--- src/rtl/spi_frame_buffer.sv ---
`default_nettype none
// ============================================================================
// Module   : spi_frame_buffer
// Purpose  : Ping-pong two-bank frame store between SPI byte reader and consumer.
// Revision : 1.0
// ============================================================================
module spi_frame_buffer #(
    parameter int FRAME_BYTES = 35
) (
    input  logic       clk,
    input  logic       rst,
    input  logic       frame_start,
    input  logic       byte_valid,
    input  logic [7:0] byte_data,
    output logic       frame_ready,
    input  logic       frame_ack,
    input  logic [5:0] rd_addr,
    output logic [7:0] rd_data,
    output logic [7:0] frame_count,
    output logic       overrun,
    output logic       short_frame,
    input  logic       clear_flags
);

    localparam logic [5:0] c_last_ptr  = 6'(FRAME_BYTES - 1);
    localparam logic [5:0] c_num_bytes = 6'(FRAME_BYTES);

    typedef enum logic [1:0] {
        ST_IDLE = 2'd0,
        ST_FILL = 2'd1,
        ST_DROP = 2'd2
    } state_t;

    state_t      r_state;
    state_t      w_state_next;
    logic [5:0]  r_wr_ptr;
    logic        r_wr_bank;
    logic        r_rd_bank;
    logic [1:0]  r_full;
    logic [1:0]  w_full_next;
    logic [7:0]  r_frame_count;
    logic        r_overrun;
    logic        r_short_frame;
    logic [7:0]  r_rd_data;
    logic [7:0]  w_rd_byte;
    logic        w_wr_en;
    logic        w_ptr_clear;
    logic        w_complete;
    logic        w_set_overrun;
    logic        w_set_short;
    logic        w_ack;

    logic [7:0]  r_mem [2][FRAME_BYTES];

    always_ff @(posedge clk or posedge rst) begin
        if (rst) begin
            r_state <= ST_IDLE;
        end else begin
            r_state <= w_state_next;
        end
    end

    // A new frame only starts in a bank the consumer has released.
    always_comb begin
        w_state_next  = r_state;
        w_wr_en       = 1'b0;
        w_ptr_clear   = 1'b0;
        w_complete    = 1'b0;
        w_set_overrun = 1'b0;
        w_set_short   = 1'b0;
        case (r_state)
            ST_FILL: begin
                if (frame_start) begin
                    w_set_short = 1'b1;
                    w_ptr_clear = 1'b1;
                end else if (byte_valid) begin
                    w_wr_en = 1'b1;
                    if (r_wr_ptr == c_last_ptr) begin
                        w_complete   = 1'b1;
                        w_state_next = ST_IDLE;
                    end
                end
            end
            default: begin
                if (frame_start) begin
                    if (!r_full[r_wr_bank]) begin
                        w_state_next = ST_FILL;
                        w_ptr_clear  = 1'b1;
                    end else begin
                        w_state_next  = ST_DROP;
                        w_set_overrun = 1'b1;
                    end
                end
            end
        endcase
    end

    assign w_ack = frame_ack & r_full[r_rd_bank];

    // Completion and release always address different banks.
    always_comb begin
        w_full_next = r_full;
        if (w_complete) begin
            w_full_next[r_wr_bank] = 1'b1;
        end
        if (w_ack) begin
            w_full_next[r_rd_bank] = 1'b0;
        end
    end

    assign w_rd_byte = (rd_addr < c_num_bytes) ? r_mem[r_rd_bank][rd_addr] : 8'h00;

    always_ff @(posedge clk or posedge rst) begin
        if (rst) begin
            r_wr_ptr      <= 6'd0;
            r_wr_bank     <= 1'b0;
            r_rd_bank     <= 1'b0;
            r_full        <= 2'b00;
            r_frame_count <= 8'd0;
            r_overrun     <= 1'b0;
            r_short_frame <= 1'b0;
            r_rd_data     <= 8'h00;
        end else begin
            if (w_ptr_clear || w_complete) begin
                r_wr_ptr <= 6'd0;
            end else if (w_wr_en) begin
                r_wr_ptr <= r_wr_ptr + 6'd1;
            end
            if (w_complete) begin
                r_wr_bank     <= ~r_wr_bank;
                r_frame_count <= r_frame_count + 8'd1;
            end
            if (w_ack) begin
                r_rd_bank <= ~r_rd_bank;
            end
            r_full <= w_full_next;
            if (w_set_overrun) begin
                r_overrun <= 1'b1;
            end else if (clear_flags) begin
                r_overrun <= 1'b0;
            end
            if (w_set_short) begin
                r_short_frame <= 1'b1;
            end else if (clear_flags) begin
                r_short_frame <= 1'b0;
            end
            r_rd_data <= w_rd_byte;
        end
    end

    always_ff @(posedge clk) begin
        if (w_wr_en) begin
            r_mem[r_wr_bank][r_wr_ptr] <= byte_data;
        end
    end

    assign frame_ready = r_full[r_rd_bank];
    assign rd_data     = r_rd_data;
    assign frame_count = r_frame_count;
    assign overrun     = r_overrun;
    assign short_frame = r_short_frame;

endmodule
`default_nettype wire

--- config.mk ---
export PLATFORM = sky130hd
export DESIGN_NAME = spi_frame_buffer
export DESIGN_NICKNAME = d
export VERILOG_FILES = /design/src/rtl/spi_frame_buffer.sv
export SDC_FILE = /design/constraint.sdc
export NUM_CORES = 1
export LEC_CHECK = 0
export BUFFER_PORTS_ARGS = -buffer_cell sky130_fd_sc_hd__buf_2
export CAP_MARGIN = 20
export CORE_MARGIN = 5
export CORE_UTILIZATION = 45
export CTS_CLUSTER_SIZE = 8
export DETAILED_ROUTE_END_ITERATION = 6
export GPL_ROUTABILITY_DRIVEN = 0
export PLACE_DENSITY = 0.59
export SLEW_MARGIN = 20
export SYNTH_ARGS = -nofsm -noshare
export SYNTH_HDL_FRONTEND = slang
export SYNTH_SLANG_ARGS = --single-unit
--- constraint.sdc ---
create_clock -name clk -period 3.13 [get_ports clk]
set_input_delay 0.1565 -clock clk [delete_from_list [all_inputs] [get_ports clk]]
set_output_delay 0.1565 -clock clk [all_outputs]
set_load 0.05 [all_outputs]
==> results of run 1 <==
## timing repair
action                    in CTS  in global routing
hold buffers                   7                  1
hold endpoints to repair      28                 14
resized for setup              0                  0
## cells in the mapped netlist, drive strengths merged, types with 5 or more instances
cell	count	area share
edfxtp	560	0.73
mux4	120	0.12
nor2	89	0.014
mux2i	84	0.036
buf	44	0.011
nand2	35	0.0057
dfrtp	30	0.032
nand3	22	0.0048
a22oi	21	0.0068
a21oi	20	0.0043
clkbuf	17	0.0028
o22ai	16	0.0043
inv	15	0.0024
nor2b	14	0.0038
nand4	11	0.0030
xnor2	11	0.0042
o21ai	9	0.0019
a211oi	6	0.0019
nand2b	5	0.0014
or3	5	0.0014
## critical path: cells and delay by family (launching register included)
kind	cells	cell delay, ns
multiplexers	2	1.11
flip-flops	1	0.73
AO/OA/AOI/OAI	1	0.42
buffers and inverters	1	0.31
AND/OR/NAND/NOR	1	0.10
## per-layer routing
metal	wire (µm)	vias to the layer above
met4	1406	2
met5	13	-
met1	24170	6254
met2	26620	397
li1	-	5153
met3	3396	93
## state kept, by name, summed over array words and instances, names as in the netlist
signal       cells
r_wr_bank        1
r_state          2
r_mem          560
r_rd_bank        1
frame_count      8
short_frame      1
r_full           2
r_wr_ptr         6
overrun          1
rd_data          8
## kinds of logic (layout without fill, tap and decap cells)
group,count (synthesis),count (layout),synth area share
buf+inv,76,318,0.01653
mux,208,208,0.1549
flops,590,590,0.7583
fa+ha+maj,4,4,0.002161
compound gates,85,85,0.02387
xor+xnor,13,13,0.004915
simple gates,199,199,0.03927
## final cells by class
| cell class | instances | area [µm²] | share of cell area |
|---|---|---|---|
| Sequential cell | 590 | 17570 | 0.6422 |
| Multi-Input combinational cell | 509 | 5215 | 0.1906 |
| Clock buffer | 128 | 2341 | 0.08556 |
| Timing Repair Buffer | 174 | 1318 | 0.04815 |
| Tap cell | 680 | 850.8 | 0.03110 |
| Inverter | 15 | 56.30 | 0.002058 |
| Clock inverter | 1 | 8.758 | 0.0003201 |
## through the flow
stage | worst slack (ns) | cells | power (mW) | cell area (µm²)
after floorplan | 0.7866 | 1175 | 9.258 | 23160
after CTS | 0.2055 | 2095 | 17.79 | 27330
after detailed placement | 0.2182 | 1959 | 9.620 | 24910
after global placement | 0.2401 | 1959 | 9.610 | 24910
final | 0.2708 | 2097 | 17.61 | 27360
after global routing | 0.1214 | 2097 | 18.19 | 27360
## layout by cell type (no fill, tap or decap), types with 6 or more instances in the layout
cell / netlist / final
sky130_fd_sc_hd__clkbuf_16: 0 / 87
sky130_fd_sc_hd__edfxtp_1: 560 / 560
sky130_fd_sc_hd__buf_2: 30 / 35
sky130_fd_sc_hd__nand2_1: 35 / 35
sky130_fd_sc_hd__nor2_1: 89 / 89
sky130_fd_sc_hd__dfrtp_1: 30 / 29
sky130_fd_sc_hd__dlygate4sd3_1: 0 / 8
sky130_fd_sc_hd__nor2b_1: 14 / 14
sky130_fd_sc_hd__a22oi_1: 21 / 21
sky130_fd_sc_hd__nand4_1: 11 / 11
sky130_fd_sc_hd__buf_4: 6 / 124
sky130_fd_sc_hd__xnor2_1: 11 / 11
sky130_fd_sc_hd__nand3_1: 22 / 22
sky130_fd_sc_hd__mux4_2: 120 / 120
sky130_fd_sc_hd__o22ai_1: 16 / 16
sky130_fd_sc_hd__a21oi_1: 20 / 20
sky130_fd_sc_hd__inv_1: 15 / 14
sky130_fd_sc_hd__buf_12: 0 / 6
sky130_fd_sc_hd__a211oi_1: 6 / 6
sky130_fd_sc_hd__mux2i_1: 84 / 84
sky130_fd_sc_hd__clkbuf_1: 17 / 40
## power groups by stage
stage                     sequential, mW  combinational, mW  clock, mW
final                               8.72              0.754       8.13
after global routing                8.72              0.801       8.67
after global placement              8.87              0.740          0
after detailed placement            8.87              0.748          0
after floorplan                     8.92              0.340          0
after CTS                           8.72              0.756       8.31
## worst min-delay path by stage
stage / from / to / slack [ns] / cells past startpoint
final: byte_data[5] / r_mem[0][37]$_DFFE_PP_ / 0.06 / 1
after global routing: byte_data[5] / r_mem[0][149]$_DFFE_PP_ / 0.07 / 1
after CTS: byte_data[5] / r_mem[0][93]$_DFFE_PP_ / 0.04 / 1
after detailed placement: frame_ack / r_rd_bank$_DFFE_PP0P_ / 0.40 / 2
after global placement: frame_ack / r_rd_bank$_DFFE_PP0P_ / 0.40 / 2
after floorplan: rst / frame_count[0]$_DFFE_PP0P_ / 0.25 / 1
==> results.txt, run 1 <==
----------------------------------------------------
[Floorplan]
  Core outline area ... 51,200 µm²
  Die H ... 236.9 µm
  Boundary Pins ... 39
  Die width ... 236.9 µm
  Die ar. ... 56,110 µm²
  Initial cell density of the core ... 0.4525
  Rows ... 83

[Clock network]
  Count of buffers added by post-CTS timing repair for setup ... 0
  Clock tree from TritonCTS ... built
  Worst-skew pair later-pin latency ... 0.60 ns
  Buffer cell driving the clock tree root ... sky130_fd_sc_hd__clkbuf_16
  Num CTS Buffers ... 83
  H-tree level count ... 3
  Clk sinks ... 590
  Bufs on Longest Clock Path ... 3
  Post-CTS clock slew at the launch and capture registers of the worst setup and hold paths ... 0.05 ns

[Global routing]
  Vias in the first global route ... 12.11k
  Grt met1 use ... 0.2865
  Combined global-route utilization of all metal layers ... 0.1996
  Met3 routing resource usage after global routing ... 0.04007
  Wire length of the first global-routing pass ... 82.94 mm
  Maximum number of pins on one net before global-route repair ... 68
  Remaining global-route overflow ... 0
  Number of antenna violations at the first check in global routing ... 2
  Met2 GRT Util ... 0.3116
  Most congested layer reported by global routing ... met2

[Cells and area]
  Net count, final ... 1,397
  Util after Layout ... 0.5344
  Synth-to-layout area growth ... 18.11%
  Count of antenna diodes in the layout ... 0
  Count of filler cells inserted in the layout ... 3,952
  Share of layout cells above drive strength 1 ... 0.2696

[Worst setup path]
  Critical path's largest stage delay ... 0.73 ns
  Worst setup path start ... r_rd_bank$_DFFE_PP0P_
  Count of cells along the worst register-to-register path ... 5
  Worst setup path endpoint ... rd_data[5]$_DFF_PP0_
  Critical path data required time ... 3.58 ns
  Highest-delay cell along the critical path ... sky130_fd_sc_hd__dfrtp_4
  CP cell instances ... buf_12 > mux4_2 > mux4_2 > a22oi_1 > nand2_1
  Worst Setup End Kind ... flop
  Crit path kind ... flop to flop
  CP Max Fanout ... 30
  Crit-path most repeated cell ... sky130_fd_sc_hd__mux4_2
  Worst reg-to-reg setup slack ... 0.27 ns
  Worst reg2reg startpoint ... r_rd_bank$_DFFE_PP0P_
  Critical R2R Capture ... rd_data[5]$_DFF_PP0_
  Arrival @ worst endpoint ... 3.31 ns
  Kind of start point of the critical path ... flop

[STA]
  Hold Fails Final Rpt ... 0
  Clock period minus worst slack ... 2.859 ns
  Unrepaired setup endpoints after global routing ... false
  Worst Max-Slew Pin Slew ... 1.087 ns
  Max Clock Skew ... 0.02422 ns
  Total Negative Setup Slacks ... 0 ns
  Highest clock frequency the design can meet ... 0.3498 GHz
  Final setup violation count ... 0
  Worst-case hold slack ... 0.05852 ns
  Worst-case headroom to the max-slew limit ... 0.2756
  Fraction of the cycle the final worst path needs ... 0.9135
  Fin. max-slew vios ... 0

[Synthesis]
  Async S/R FF share, synth ... 0.05085
  Count of distinct cell types in the synthesized netlist ... 44
  Count of synthesis-stage warnings from yosys ... 0
  Synthesized instance count ... 1,175
  Number of enable flip-flop cells after synthesis ... 560
  Synthesized area ... 23,160 µm²
  Average cell area after synthesis ... 19.71 µm²
  Register area share after synthesis ... 0.7583
  Synth Register Bits ... 590
  Primary flip-flop cell chosen by synthesis mapping ... sky130_fd_sc_hd__edfxtp_1
  Net count of the mapped netlist ... 1,199

[Route]
  Average wire length per cell after detail routing ... 26.52 µm
  Via count of the routed design ... 11.90k
  DRT Wirelength ... 55.61 mm
  Via-per-instance ratio ... 5.674
  Number of iterations in the first detailed-routing pass ... 5
  Number of antenna-violating nets in the routed design ... 0
  Drt first-iter violations ... 1,160
  Remaining design rule violation count ... 0

[Job]
  Max-cap check violation count ... 0

[Min path]
  Worst Hold Class ... input pin to flop

[Pwr]
  Internal power summed over all cells ... 13.98 mW
  Peak supply drop ... 0.0003986 V
  Proportion of power drawn by the clock network ... 0.462
  Leakage power total ... 9.204 nW
  Switching part of the total ... 0.2065
  Reg power frac ... 0.495
  Power density cells ... 643.7 nW/µm²
  Reported net switching power ... 3.637 mW
  Comb pwr share ... 0.043

[Status]
  Result of the run ... completed

[Place]
  Count of input and output buffers ... 38
  Half-perimeter wire length after placement ... 35.34 mm

----------------------------------------------------
Power figures use the tool's default switching activity.
==> inputs of run 2 (changes only) <==
--- a/config.mk
+++ b/config.mk
@@ -8,11 +8,11 @@
 export BUFFER_PORTS_ARGS = -buffer_cell sky130_fd_sc_hd__buf_2
 export CAP_MARGIN = 20
 export CORE_MARGIN = 5
-export CORE_UTILIZATION = 45
+export CORE_UTILIZATION = 60
 export CTS_CLUSTER_SIZE = 8
 export DETAILED_ROUTE_END_ITERATION = 6
 export GPL_ROUTABILITY_DRIVEN = 0
-export PLACE_DENSITY = 0.59
+export PLACE_DENSITY = 0.76
 export SLEW_MARGIN = 20
 export SYNTH_ARGS = -nofsm -noshare
 export SYNTH_HDL_FRONTEND = slang
==> run 2 against run 1 <==
  * Cell area fell by 1.3%
  * Power decreased by 0.58%
  * Die area is 24% lower
  * Clock-buffer cell count fell by 9
  * Sequential cell count unchanged
  * Cell count is 9.0% lower
==> results.txt, run 2 (synthesized netlist as in run 1, its figures left out) <==
----------------------------------------------------
[Cells and area]
  Share of layout cells above drive strength 1 ... 0.2604
  Count of filler cells inserted in the layout ... 2,302
  Combined area of the multi-input logic cells ... 5215 µm²
  Synth-to-layout area growth ... 16.52%
  Largest register by flop count ... r_mem
  Register area ... 17,570 µm²
  Net count, final ... 1,378
  Leading cell type in the layout, fill and taps excluded ... sky130_fd_sc_hd__edfxtp_1
  Post-layout instance count excluding filler cells ... 1,909
  Post-route cell area ... 26,990 µm²
  Number of flip-flops in the largest register ... 560
  Commonest cells after routing, fill and taps aside ... sky130_fd_sc_hd__edfxtp_1 (560), sky130_fd_sc_hd__mux4_2 (120), sky130_fd_sc_hd__buf_4 (105)

[Place]
  Half-perimeter wire length after placement ... 32.43 mm
  Dpl cells ... 1,779
  Count of input and output buffers ... 38
  Dpl cell area ... 24,600 µm²
  Post-Place Worst Slack ... 0.5296 ns

[Pwr]
  Leakage power total ... 9.106 nW
  Peak supply drop ... 0.0004496 V
  Reported net switching power ... 3.601 mW
  Comb pwr share ... 0.042
  Reg power frac ... 0.499
  Internal power summed over all cells ... 13.91 mW
  Total Power ... 17.51 mW
  Proportion of power drawn by the clock network ... 0.459
  Power density cells ... 648.7 nW/µm²
  Switching part of the total ... 0.2057

[Worst setup path]
  Count of cells along the worst register-to-register path ... 6
  Kind of start point of the critical path ... flop
  Crit path kind ... flop to flop
  Critical path data required time ... 3.60 ns
  Worst reg-to-reg setup slack ... 0.51 ns
  Worst reg2reg startpoint ... r_rd_bank$_DFFE_PP0P_
  CP Max Fanout ... 26
  Critical R2R Capture ... rd_data[7]$_DFF_PP0_
  Arrival @ worst endpoint ... 3.09 ns
  Worst Setup End Kind ... flop

[Global routing]
  Combined global-route utilization of all metal layers ... 0.2646
  Wire length of the first global-routing pass ... 80.47 mm
  Number of antenna violations at the first check in global routing ... 0
  Maximum number of pins on one net before global-route repair ... 71
  Vias in the first global route ... 12.35k
  Remaining global-route overflow ... 0

[Floorplan]
  Die H ... 206.5 µm
  Boundary Pins ... 39
  Rows ... 72
  Initial cell density of the core ... 0.6022
  Core outline area ... 38,470 µm²
  Die width ... 206.5 µm
  Die ar. ... 42,640 µm²

[Route]
  Average wire length per cell after detail routing ... 28.55 µm
  Number of iterations in the first detailed-routing pass ... 6
  Via count of the routed design ... 12.21k
  Drt first-iter violations ... 1,413
  Detail Route met2 WL ... 26.68 mm
  Number of antenna-violating nets in the routed design ... 0
  Remaining design rule violation count ... 0
  Wire length on met3 ... 5.772 mm
  Max Used Layer ... met4
  Met1 layer wirelength in the final routing ... 20.11 mm
  DRT Wirelength ... 54.50 mm
  Via-per-instance ratio ... 6.393

[Clock network]
  Count of buffers added by post-CTS timing repair for setup ... 0
  Worst-skew pair later-pin latency ... 0.59 ns
  Buffer cell driving the clock tree root ... sky130_fd_sc_hd__clkbuf_16
  Post-CTS clock slew at the launch and capture registers of the worst setup and hold paths ... 0.05 ns
  Clk sinks ... 590
  Count of hold-fix buffers inserted at cts ... 8
  Bufs on Longest Clock Path ... 3
  Clock tree from TritonCTS ... built
  Num CTS Buffers ... 83
  Cells resized by post-CTS repair ... 0
  H-tree level count ... 3

[Status]
  Result of the run ... completed

[STA]
  Fraction of the cycle the final worst path needs ... 0.8356
  Hold Fails Final Rpt ... 0
  Fin. max-slew vios ... 0
  Highest clock frequency the design can meet ... 0.3824 GHz
  Worst-case headroom to the max-slew limit ... 0.3091
  Total Negative Setup Slacks ... 0 ns
  Unrepaired setup endpoints after global routing ... false
  Clock period minus worst slack ... 2.615 ns
  Final setup violation count ... 0
  Final setup margin ... 0.5147 ns
  Worst Max-Slew Pin Slew ... 1.036 ns
  Max Clock Skew ... 0.02204 ns

[Job]
  Max-cap check violation count ... 0

[Min path]
  Hold path endpoint ... rd_data[0]$_DFF_PP0_
  Worst hold stages ... 4
  Source of the worst hold timing path ... rd_addr[4]
  Worst Hold Class ... input pin to flop

----------------------------------------------------
[run 2: critical path: stages (launching register included)]
cell	delay [ns]
sky130_fd_sc_hd__dfrtp_4	0.64
sky130_fd_sc_hd__buf_12	0.27
sky130_fd_sc_hd__mux4_2	0.54
sky130_fd_sc_hd__mux4_2	0.53
sky130_fd_sc_hd__a22o_1	0.25
sky130_fd_sc_hd__a21oi_1	0.16
sky130_fd_sc_hd__o21ai_1	0.09
[run 2: final cells by class]
cell class              instances  area share
repair buffers                155     0.04408
flip-flops and latches        590      0.6510
clock inverters                 2   0.0004635
diodes                          1  0.00009271
inverters                      15    0.002086
multi-input cells             509      0.1932
clock buffers                 119     0.08511
well taps                     518     0.02401
[run 2: metal layers]
layer,GRT usage,vias to the layer above
li1,-,5104
met1,0.3587,6260
met2,0.4167,724
met3,0.07391,117
met4,0.1012,0
met5,0,-
[run 2: power groups by stage]
stage,sequential [mW],clock (mW),combinational [mW]
6_report,8.73,8.03,0.743
5_1_grt,8.72,8.52,0.784
4_1_cts,8.73,8.14,0.737
3_5_place_dp,8.88,0,0.724
3_3_place_gp,8.87,0,0.703
2_1_floorplan,8.92,0,0.340
[run 2: how the worst max path moves through the flow]
stage,startpoint,endpoint,slack [ns],depth (start not counted)
CTS,r_rd_bank$_DFFE_PP0P_,rd_data[7]$_DFF_PP0_,0.49,6
finish,r_rd_bank$_DFFE_PP0P_,rd_data[7]$_DFF_PP0_,0.51,6
global route,r_rd_bank$_DFFE_PP0P_,rd_data[3]$_DFF_PP0_,0.33,7
detailed placement,r_rd_bank$_DFFE_PP0P_,rd_data[7]$_DFF_PP0_,0.53,6
floorplan,r_state[1]$_DFFE_PP0P_,r_mem[1][152]$_DFFE_PP_,0.79,6
global placement,r_rd_bank$_DFFE_PP0P_,rd_data[7]$_DFF_PP0_,0.53,6
[run 2: metrics by stage]
step	hold WS [ns]	utilization
3_5_place_dp	0.2637	0.6394
6_report	0.06576	0.7017
5_1_grt	0.07762	0.7016
4_1_cts	0.03597	0.7016
2_1_floorplan	0.2473	-
3_3_place_gp	0.2584	0.6394
